$ cat src/rtl/pong_match_ctrl.sv
// Pong match controller: serve delay, rally, scoring and winner detection.
// Optional rally speed-up is built only when PONG_SPEEDUP_EN is defined.
module pong_match_ctrl #(
   parameter int WIN_SCORE    = 9,
   parameter int SERVE_FRAMES = 60,
   parameter int RALLY_FRAMES = 300
) (
   input  logic       clk,
   input  logic       reset,
   input  logic       frame_tick,
   input  logic       start,
   input  logic       point_1,
   input  logic       point_2,
   output logic       ball_rst,
   output logic       ball_en,
   output logic [3:0] score_1,
   output logic [3:0] score_2,
   output logic       game_over,
   output logic       winner,
   output logic [1:0] speed,
   output logic [2:0] state
);

   typedef enum logic [2:0] {
      IDLE  = 3'd0,
      SERVE = 3'd1,
      PLAY  = 3'd2,
      POINT = 3'd3,
      OVER  = 3'd4
   } state_t;

   localparam logic [3:0] WIN4 = 4'(WIN_SCORE);
   localparam logic [7:0] SRV8 = 8'(SERVE_FRAMES);

   state_t     st;
   logic [7:0] serve_cnt;
   logic       serve_done;

   assign state      = st;
   assign serve_done = frame_tick && (serve_cnt == 8'd1);

   always_ff @(posedge clk or posedge reset) begin
      if (reset) begin
         st        <= IDLE;
         ball_rst  <= 1'b1;
         ball_en   <= 1'b0;
         score_1   <= 4'd0;
         score_2   <= 4'd0;
         game_over <= 1'b0;
         winner    <= 1'b0;
         serve_cnt <= 8'd0;
      end else begin
         ball_en <= 1'b0;
         case (st)
            IDLE: begin
               ball_rst <= 1'b1;
               if (start) begin
                  score_1   <= 4'd0;
                  score_2   <= 4'd0;
                  serve_cnt <= SRV8;
                  st        <= SERVE;
               end
            end
            SERVE: begin
               if (serve_done) begin
                  st       <= PLAY;
                  ball_rst <= 1'b0;
               end else if (frame_tick) begin
                  serve_cnt <= serve_cnt - 8'd1;
               end
            end
            PLAY: begin
               // point_1 has priority; a simultaneous tick is swallowed
               if (point_1) begin
                  if (score_1 != 4'd15) score_1 <= score_1 + 4'd1;
                  st       <= POINT;
                  ball_rst <= 1'b1;
               end else if (point_2) begin
                  if (score_2 != 4'd15) score_2 <= score_2 + 4'd1;
                  st       <= POINT;
                  ball_rst <= 1'b1;
               end else begin
                  ball_en <= frame_tick;
               end
            end
            POINT: begin
               if (score_1 == WIN4 || score_2 == WIN4) begin
                  st        <= OVER;
                  game_over <= 1'b1;
                  winner    <= (score_2 == WIN4);
               end else begin
                  serve_cnt <= SRV8;
                  st        <= SERVE;
               end
            end
            OVER: begin
               if (start) begin
                  score_1   <= 4'd0;
                  score_2   <= 4'd0;
                  game_over <= 1'b0;
                  serve_cnt <= SRV8;
                  st        <= SERVE;
               end
            end
            default: begin
               st       <= IDLE;
               ball_rst <= 1'b1;
            end
         endcase
      end
   end

`ifdef PONG_SPEEDUP_EN
   localparam logic [9:0] RALLY_LAST = 10'(RALLY_FRAMES - 1);

   logic [9:0] rally_cnt;

   always_ff @(posedge clk or posedge reset) begin
      if (reset) begin
         rally_cnt <= 10'd0;
         speed     <= 2'd0;
      end else if (st == PLAY) begin
         if (point_1 || point_2) begin
            rally_cnt <= 10'd0;
            speed     <= 2'd0;
         end else if (frame_tick) begin
            if (rally_cnt == RALLY_LAST) begin
               rally_cnt <= 10'd0;
               if (speed != 2'd3) speed <= speed + 2'd1;
            end else begin
               rally_cnt <= rally_cnt + 10'd1;
            end
         end
      end else if (st == SERVE && serve_done) begin
         rally_cnt <= 10'd0;
      end else if ((st == IDLE || st == OVER) && start) begin
         speed <= 2'd0;
      end
   end
`else
   assign speed = (RALLY_FRAMES > 0) ? 2'd0 : 2'd0;
`endif

endmodule

$ cat config.mk
export PLATFORM = sky130hd
export DESIGN_NAME = pong_match_ctrl
export DESIGN_NICKNAME = d
export VERILOG_FILES = /design/src/rtl/pong_match_ctrl.sv
export SDC_FILE = /design/constraint.sdc
export NUM_CORES = 1
export LEC_CHECK = 0
export ABC_AREA = 1
export ABC_CLOCK_PERIOD_IN_PS = 4100
export BUFFER_PORTS_ARGS = -buffer_cell sky130_fd_sc_hd__buf_2
export CORE_ASPECT_RATIO = 1.5
export CORE_MARGIN = 4
export CORE_UTILIZATION = 30
export CTS_CLUSTER_DIAMETER = 100
export DETAILED_ROUTE_END_ITERATION = 16
export PLACE_DENSITY = 0.5
export SLEW_MARGIN = 40
export SYNTH_ARGS = -nofsm -noshare
export SYNTH_HDL_FRONTEND = slang
export SYNTH_SLANG_ARGS = --single-unit
$ cat constraint.sdc
create_clock -name clk -period 4.1 [get_ports clk]
set_input_delay 0.205 -clock clk [delete_from_list [all_inputs] [get_ports clk]]
set_output_delay 0.205 -clock clk [all_outputs]
set_load 0.1 [all_outputs]
==> summary.md, run 1 <==
| Metric | Value |
|---|---|
| Vias in the first global route | `1314` |
| Initial Util | `30.9%` |
| Status | `complete, no violations` |
| Clock skew | `0.00779 ns` |
| Final clock period utilization by the worst path | `a little over a third` |
| CTS H-tree depth | `1` |
| Drt first pass iters | `4` |
| Total CTS buffers | `3` |
| RePlAce Congestion | `between 0.8 and 0.9` |
| Chip width | `65.7 um` |
| Worst-path cell chain | `nor2_1 -> nand2_2 -> o21ai_2 -> nand2_2 -> nand2_4 -> nand2_1 -> nand2_1` |
| Number of cells on the critical path | `7` |
| Hold WC Path Type | `in -> reg` |
| Routed Antenna Nets | `0` |
| Area contributors post-synth | `dfrtp_1 37%, nand2_1 15%, nand3_1 5.7%, nand2_4 5.3%, ha_1 5.0%` |
| Fin. max-slew vios | `0` |
| Setup TNS Final | `0 ns` |
| Port bufs | `20` |
| Num ports | `23` |
| Inserted Diodes | `0` |
| Max-Cap Viols | `0` |
| Reg clk slew, reported paths | `0.09 ns` |
| Filler cells | `540` |
| Vias | `1273` |
| Post-synthesis sequential area ratio | `approximately two fifths` |
| Wire per inst | `11.6 um` |
| CTS Root Cell | `clkbuf_8` |
| GRT Total Usage | `12.0%` |
| FMAX | `667 MHz` |
| RSZ-0062 raised after global routing | `false` |
| CP Capture Type | `flip-flop` |
| Netlist cell types | `30` |
| Reg2reg path depth | `7` |
| Proportion of layout cells with a drive suffix above 1 | `roughly a quarter` |
| Final WL | `~3300 um` |
| DRC violations left | `0` |
| Die Y-Extent | `94.6 um` |
| Total clock sinks | `23` |
| Hold Path Cell Cnt | `3` |
| Global-route wire length before repair | `5870 um` |
| Global route overflow | `0` |
| # nets final | `234` |
| 1st-iter DRT viols | `54` |
| Crit-path max cell delay | `0.43 ns` |
| Core Region | `just under 5000 sq um` |
| Largest net degree at the start of global routing | `24` |
| Multi-input logic area | `815 sq um` |
| Inst Count DP | `282` |
| Vias per std cell | `4.44` |
| Final non-filler cell total | `287` |
| Worst path arrival time | `1.71 ns` |
| Hold Fails Final Rpt | `0` |
| CTS tree | `built` |
| Util after Layout | `a little over a third` |
| Tmin final | `1.50 ns` |
| Worst-skew pair later-pin latency | `0.27 ns` |
| Mapped Cells | `roughly 200` |
| Sequential cell area | `577 sq um` |
| Synthesized flop and latch total | `23` |
| Area growth from synthesis to layout | `15.2%` |
| Row count | `31` |
| Slowest CP cell | `dfrtp_1` |
| Detailed Place HPWL | `about 2700 um` |
| Highest-count cells in the layout ignoring fill and taps | `58 x nand2_1, 22 x dfrtp_1, 20 x buf_2, 18 x nor2_1` |
| Critical Path RT | `around 4.3 ns` |
| Synth area leader | `dfrtp_1` |
| Commonest non-fill, non-tap cell in the layout | `nand2_1` |
| Final setup vio count | `0` |
| CP max FO | `8` |
| Clock Path Buffers | `2` |
| Yosys warning total | `0` |
| CP top delay family | `simple AND/OR/NAND/NOR gates` |
| Synthesized area | `1500 sq um` |
| Yosys top cell area share | `36.7%` |
| Die Area | `6220 sq um` |
| Mean post-synth cell area | `between 7 and 8 sq um` |
| CP Buf/Inv Count | `0` |
| Antenna violations before repair | `0` |
| Startpoint types | `flip-flop` |
| Critical path type | `reg -> reg` |
[cells in the mapped netlist]
| library cell | count |
|---|---|
| a21oi_1 | 3 |
| a21oi_2 | 1 |
| a31oi_1 | 1 |
| buf_4 | 2 |
| clkinv_4 | 1 |
| conb_1 | 1 |
| dfrtp_1 | 22 |
| dfstp_2 | 1 |
| ha_1 | 6 |
| inv_1 | 18 |
| inv_2 | 4 |
| inv_4 | 1 |
| nand2_1 | 58 |
| nand2_2 | 5 |
| nand2_4 | 7 |
| nand3_1 | 17 |
| nand3b_1 | 2 |
| nand4_1 | 5 |
| nor2_1 | 18 |
| nor2_2 | 3 |
| nor2_4 | 3 |
| o21ai_0 | 8 |
| o21ai_1 | 1 |
| o21ai_2 | 1 |
| o21bai_1 | 1 |
| o31ai_1 | 1 |
| o31ai_2 | 1 |
| or2_1 | 1 |
| xnor2_1 | 1 |
| xor2_1 | 3 |
[through the flow]
stage / hold slack, ns / instance area, sq um / setup WS, ns
6_report: 0.172 / 1730 / 2.60
5_1_grt: 0.163 / 1730 / 2.47
4_1_cts: 0.167 / 1730 / 2.57
3_5_place_dp: 0.276 / 1670 / 2.60
3_3_place_gp: 0.454 / 1670 / 2.60
2_1_floorplan: 0.206 / 1500 / 2.08
[timing repair]
action / 4_1_cts / 5_1_grt
hold buffers: 1 / 0
endpoints found under the hold margin: 22 / 0
resized for setup: 0 / 0
setup buffers: 0 / 0
[cell families after synthesis]
group           Yosys count  share of synthesized area (%)
simple gates            119                           39.0
compound gates           18                           7.42
xor+xnor                  4                           2.34
buf+inv                  26                           7.51
flops                    23                           38.4
fa+ha+maj                 6                           5.00
other cells               1                          0.250
[flip-flops by register name, summed over array words and instances, names as in the netlist]
| signal | flops |
|---|---|
| serve_cnt | 8 |
| score_1 | 4 |
| score_2 | 4 |
| state | 3 |
| ball_en | 1 |
| ball_rst | 1 |
| game_over | 1 |
| winner | 1 |
[worst register-to-register path: cells and delay by family (launching register included)]
kind / cells / cell delay (ns)
simple gates: 6 / 0.81
flops: 1 / 0.43
compound gates: 1 / 0.22
[routing by layer]
layer,part of all wire [%],track usage (%),vias to the layer above
met5,0,0,-
met4,1.4,4.33,0
met3,2.5,1.67,5
met2,55,22.7,15
met1,41,13.3,587
li1,-,-,666
[layout make-up]
class	count	share of cell area, %
clock buffer	3	2.39
multi-input combinational	149	47.1
tap	66	4.78
sequential	23	33.4
clock inverter	1	0.290
inverter	24	5.65
timing repair buffer	21	6.37
[worst paths after layout]
path	startpoint	endpoint	slack [ns]
setup / recovery	serve_cnt[3]	serve_cnt[6]	2.60
setup reg to reg	serve_cnt[3]	serve_cnt[6]	2.60
hold reg to reg	ball_rst	ball_rst	0.46
min in group asynchronous	reset	game_over	0.50
hold / removal	frame_tick	ball_en	0.17
max in group asynchronous	reset	ball_rst	3.24
Power of run 1 is left out: the tool's default activity adds up to more than one toggle a clock period on the data nets, which glitch-free logic cannot reach.
==> run 2, diff against run 1 <==
--- a/config.mk
+++ b/config.mk
@@ -5,15 +5,15 @@
 export SDC_FILE = /design/constraint.sdc
 export NUM_CORES = 1
 export LEC_CHECK = 0
-export ABC_AREA = 1
-export ABC_CLOCK_PERIOD_IN_PS = 4100
+export ABC_AREA = 0
+export ABC_CLOCK_PERIOD_IN_PS = 1350
 export BUFFER_PORTS_ARGS = -buffer_cell sky130_fd_sc_hd__buf_2
 export CORE_ASPECT_RATIO = 1.5
 export CORE_MARGIN = 4
 export CORE_UTILIZATION = 30
 export CTS_CLUSTER_DIAMETER = 100
 export DETAILED_ROUTE_END_ITERATION = 16
-export PLACE_DENSITY = 0.5
+export PLACE_DENSITY = 0.51
 export SLEW_MARGIN = 40
 export SYNTH_ARGS = -nofsm -noshare
 export SYNTH_HDL_FRONTEND = slang
==> constraint.sdc (replaced) <==
create_clock -name clk -period 1.35 [get_ports clk]
set_input_delay 0.0675 -clock clk [delete_from_list [all_inputs] [get_ports clk]]
set_output_delay 0.0675 -clock clk [all_outputs]
set_load 0.1 [all_outputs]
==> summary.md, run 2 <==
| Metric | Value |
|---|---|
| VDD IR max | `0.936 mV` |
| Inserted Diodes | `0` |
| Synth Area in Compound Gates | `about a quarter` |
| Fin. max-slew vios | `0` |
| Proportion of layout cells with a drive suffix above 1 | `58.7%` |
| 1st-iter DRT viols | `between 50 and 60` |
| Mean post-synth cell area | `between 9 and 10 sq um` |
| Area contributors post-synth | `dfrtp_1 39%, ha_1 5.3%, inv_1 3.7%, a21oi_1 2.8%, nand3_1 2.8%` |
| Core Region | `roughly 4500 sq um` |
| Port bufs | `20` |
| Initial Util | `31.2%` |
| Worst path arrival time | `2.03 ns` |
| Die Y-Extent | `92.1 um` |
| Row count | `30` |
| Max reg flops | `8` |
| Vias | `around 1.4k` |
| Failing checks | `setup timing` |
| Hold path start | `point_1` |
| Xor/xnor share of the synthesized area | `0%` |
| Global route overflow | `0` |
| Total clock sinks | `23` |
| Lkg Pwr | `1.05 nW` |
| Netlist cell types | `45` |
| Antenna violations before repair | `0` |
| Slew headroom | `about two thirds` |
| Hold Path Cell Cnt | `3` |
| Synthesized flop and latch total | `23` |
| Final clock period utilization by the worst path | `139%` |
| Clock skew | `0.00681 ns` |
| RSZ-0062 raised after global routing | `true` |
| Yosys warning total | `0` |
| Max-Cap Viols | `0` |
| Synthesized area | `1420 sq um` |
| Num ports | `23` |
| CTS Root Cell | `clkbuf_8` |
| GRT Total Usage | `14.9%` |
| Post-Synth Simple-Gate Area | `22.8%` |
| Top flop regs | `serve_cnt: 8 flops, score_1: 4 flops, score_2: 4 flops` |
| Flop2flop setup slack | `-0.52 ns` |
| R2r startpoint | `serve_cnt[1]` |
| Hold Fails Final Rpt | `0` |
| # nets final | `238` |
| Util after Layout | `around 54%` |
| Reg clk slew, reported paths | `roughly 0.080 ns` |
| Worst-skew pair later-pin latency | `approximately 0.27 ns` |
| Post-synth ARST share | `100%` |
| Most used DFF post-synth | `dfrtp_1` |
| Routed Antenna Nets | `0` |
| Global-route wire length before repair | `6980 um` |
| Reg2reg path depth | `6` |
| Chip width | `64.1 um` |
| RePlAce Congestion | `0.864` |
| Post-synth top cells | `22 x dfrtp_1, 14 x inv_1` |
| Mux cell area share after synthesis | `1.77%` |
| Biggest register | `serve_cnt` |
| Drt first pass iters | `4` |
| Startpoint types | `flip-flop` |
| Worst Hold End | `score_1[0]` |
| Final WL | `4110 um` |
| Total CTS buffers | `3` |
| Hold WC Path Type | `in -> reg` |
| CTS H-tree depth | `1` |
| CTS tree | `built` |
| Mapped Cells | `about 150` |
| Final WS setup | `-0.523 ns` |
| Post-synthesis sequential area ratio | `40.8%` |
| Vias in the first global route | `1507` |
| FMAX | `around 530 MHz` |
| DRC violations left | `0` |
| Detailed Place HPWL | `between 3000 and 4000 um` |
| Synth area leader | `dfrtp_1` |
| Final non-filler cell total | `289` |
| Yosys top cell area share | `38.9%` |
| Commonest non-fill, non-tap cell in the layout | `buf_4` |
| Adder-Cell Fraction of Synth Area | `between 5 and 6%` |
| Vias per std cell | `4.89` |
| Die Area | `5900 sq um` |
| Critical Path RT | `1.51 ns` |
| Critical path type | `reg -> reg` |
| Power Density | `approximately 1900 nW/um^2` |
| Highest-count cells in the layout ignoring fill and taps | `47 x buf_4, 11 x buf_2, 11 x buf_6, 10 x inv_1, 10 x dfrtp_1` |
| Inst Count DP | `278` |
| Tmin final | `1.87 ns` |
| Slew @ Worst Pin | `between 0.4 and 0.5 ns` |
| CP Capture Type | `flip-flop` |
| CP max FO | `8` |
| Filler cells | `422` |
| Wire per inst | `14.2 um` |
| Most numerous cell in the Yosys netlist | `dfrtp_1` |
| Clock Path Buffers | `2` |
| Status | `finished, violations left` |
| Number of flops mapped to enable cells by yosys | `0` |
| Largest net degree at the start of global routing | `24` |
| Final setup vio count | `19` |
| Largest family of logic cells by synthesized area | `compound AO/OA/AOI/OAI gates` |
| Reg-to-Reg End | `serve_cnt[1]` |
| Area growth from synthesis to layout | `71.9%` |
run 2: cell count changes in the layout (fill, tap and decap cells not counted), moves of 7 or more:
cell	change
dfrtp_1	-12
dfrtp_4	+7
buf_6	+11
inv_1	-7
buf_2	-9
nand3_1	-10
nor2_1	-12
o21ai_1	+7
buf_4	+47
nand2_1	-53
o21ai_0	-7
run 2: worst max-delay path by stage:
stage / from / to / slack [ns] / depth (start not counted)
final: serve_cnt[1] / serve_cnt[1] / -0.52 / 6
after global routing: serve_cnt[1] / serve_cnt[1] / -0.59 / 6
after CTS: serve_cnt[1] / serve_cnt[1] / -0.54 / 6
after detailed placement: serve_cnt[1] / serve_cnt[1] / -0.54 / 6
after global placement: serve_cnt[1] / serve_cnt[1] / -0.51 / 6
after floorplan: serve_cnt[1] / serve_cnt[1] / -0.52 / 6
run 2: per-stage QoR:
stage	TNS, ns	hold WS [ns]	setup WS [ns]	cell area (sq um)	total power [mW]
after global routing	-7.81	0.102	-0.594	2430	4.85
after detailed placement	-6.58	0.133	-0.542	2150	3.75
after global placement	-6.03	0.130	-0.511	2150	3.70
after floorplan	-5.79	0.0685	-0.520	1570	2.68
after CTS	-6.01	0.0982	-0.538	2350	4.43
final	-6.36	0.0966	-0.523	2430	4.55
run 2: per-layer routing:
layer | global-route usage, % | wire length, um | up-vias
met5 | 0 | 0 | -
met3 | 1.72 | 92 | 7
met2 | 28.6 | 2330 | 21
li1 | - | - | 697
met1 | 16.3 | 1620 | 687
met4 | 4.86 | 61 | 0
run 2: repair_timing:
item,CTS,global route
cloned,0,0
gates resized for setup,26,19
hold buffers,1,0
pin swaps,17,10
setup endpoints to repair,20,25
setup buffers,5,4
endpoints found under the hold margin,22,0
run 2: cell type report:
cell class	instances	area, sq um	area share, %
inverter	14	52.6	2.16
tap	64	80.1	3.29
clock buffer	4	45.0	1.85
sequential	23	609	25.1
multi-input combinational	106	981	40.3
timing repair buffer	78	664	27.3
run 2: kinds of logic after synthesis:
family	Yosys count
adder cells (fa/ha/maj)	6
buffers and inverters	20
other	1
AND/OR/NAND/NOR	51
flip-flops	23
AO/OA/AOI/OAI	45
multiplexers	2
run 2: where the power goes:
group	switching (mW)	leakage, nW	total (mW)	internal (mW)
logic	1.66	0.749	3.01	1.36
registers	0.161	0.277	1.09	0.929
clock network	0.236	0.0228	0.447	0.211
total	2.05	1.05	4.55	2.50
run 2: critical path: stages (launching register included):
cell and delay [ns]:
dfrtp_1 0.39, inv_2 0.08, ha_4 0.12, or4b_4 0.46, o21a_4 0.22, a2bb2oi_4 0.18
mux2_4 0.30
(Power assumes the default switching activity.)
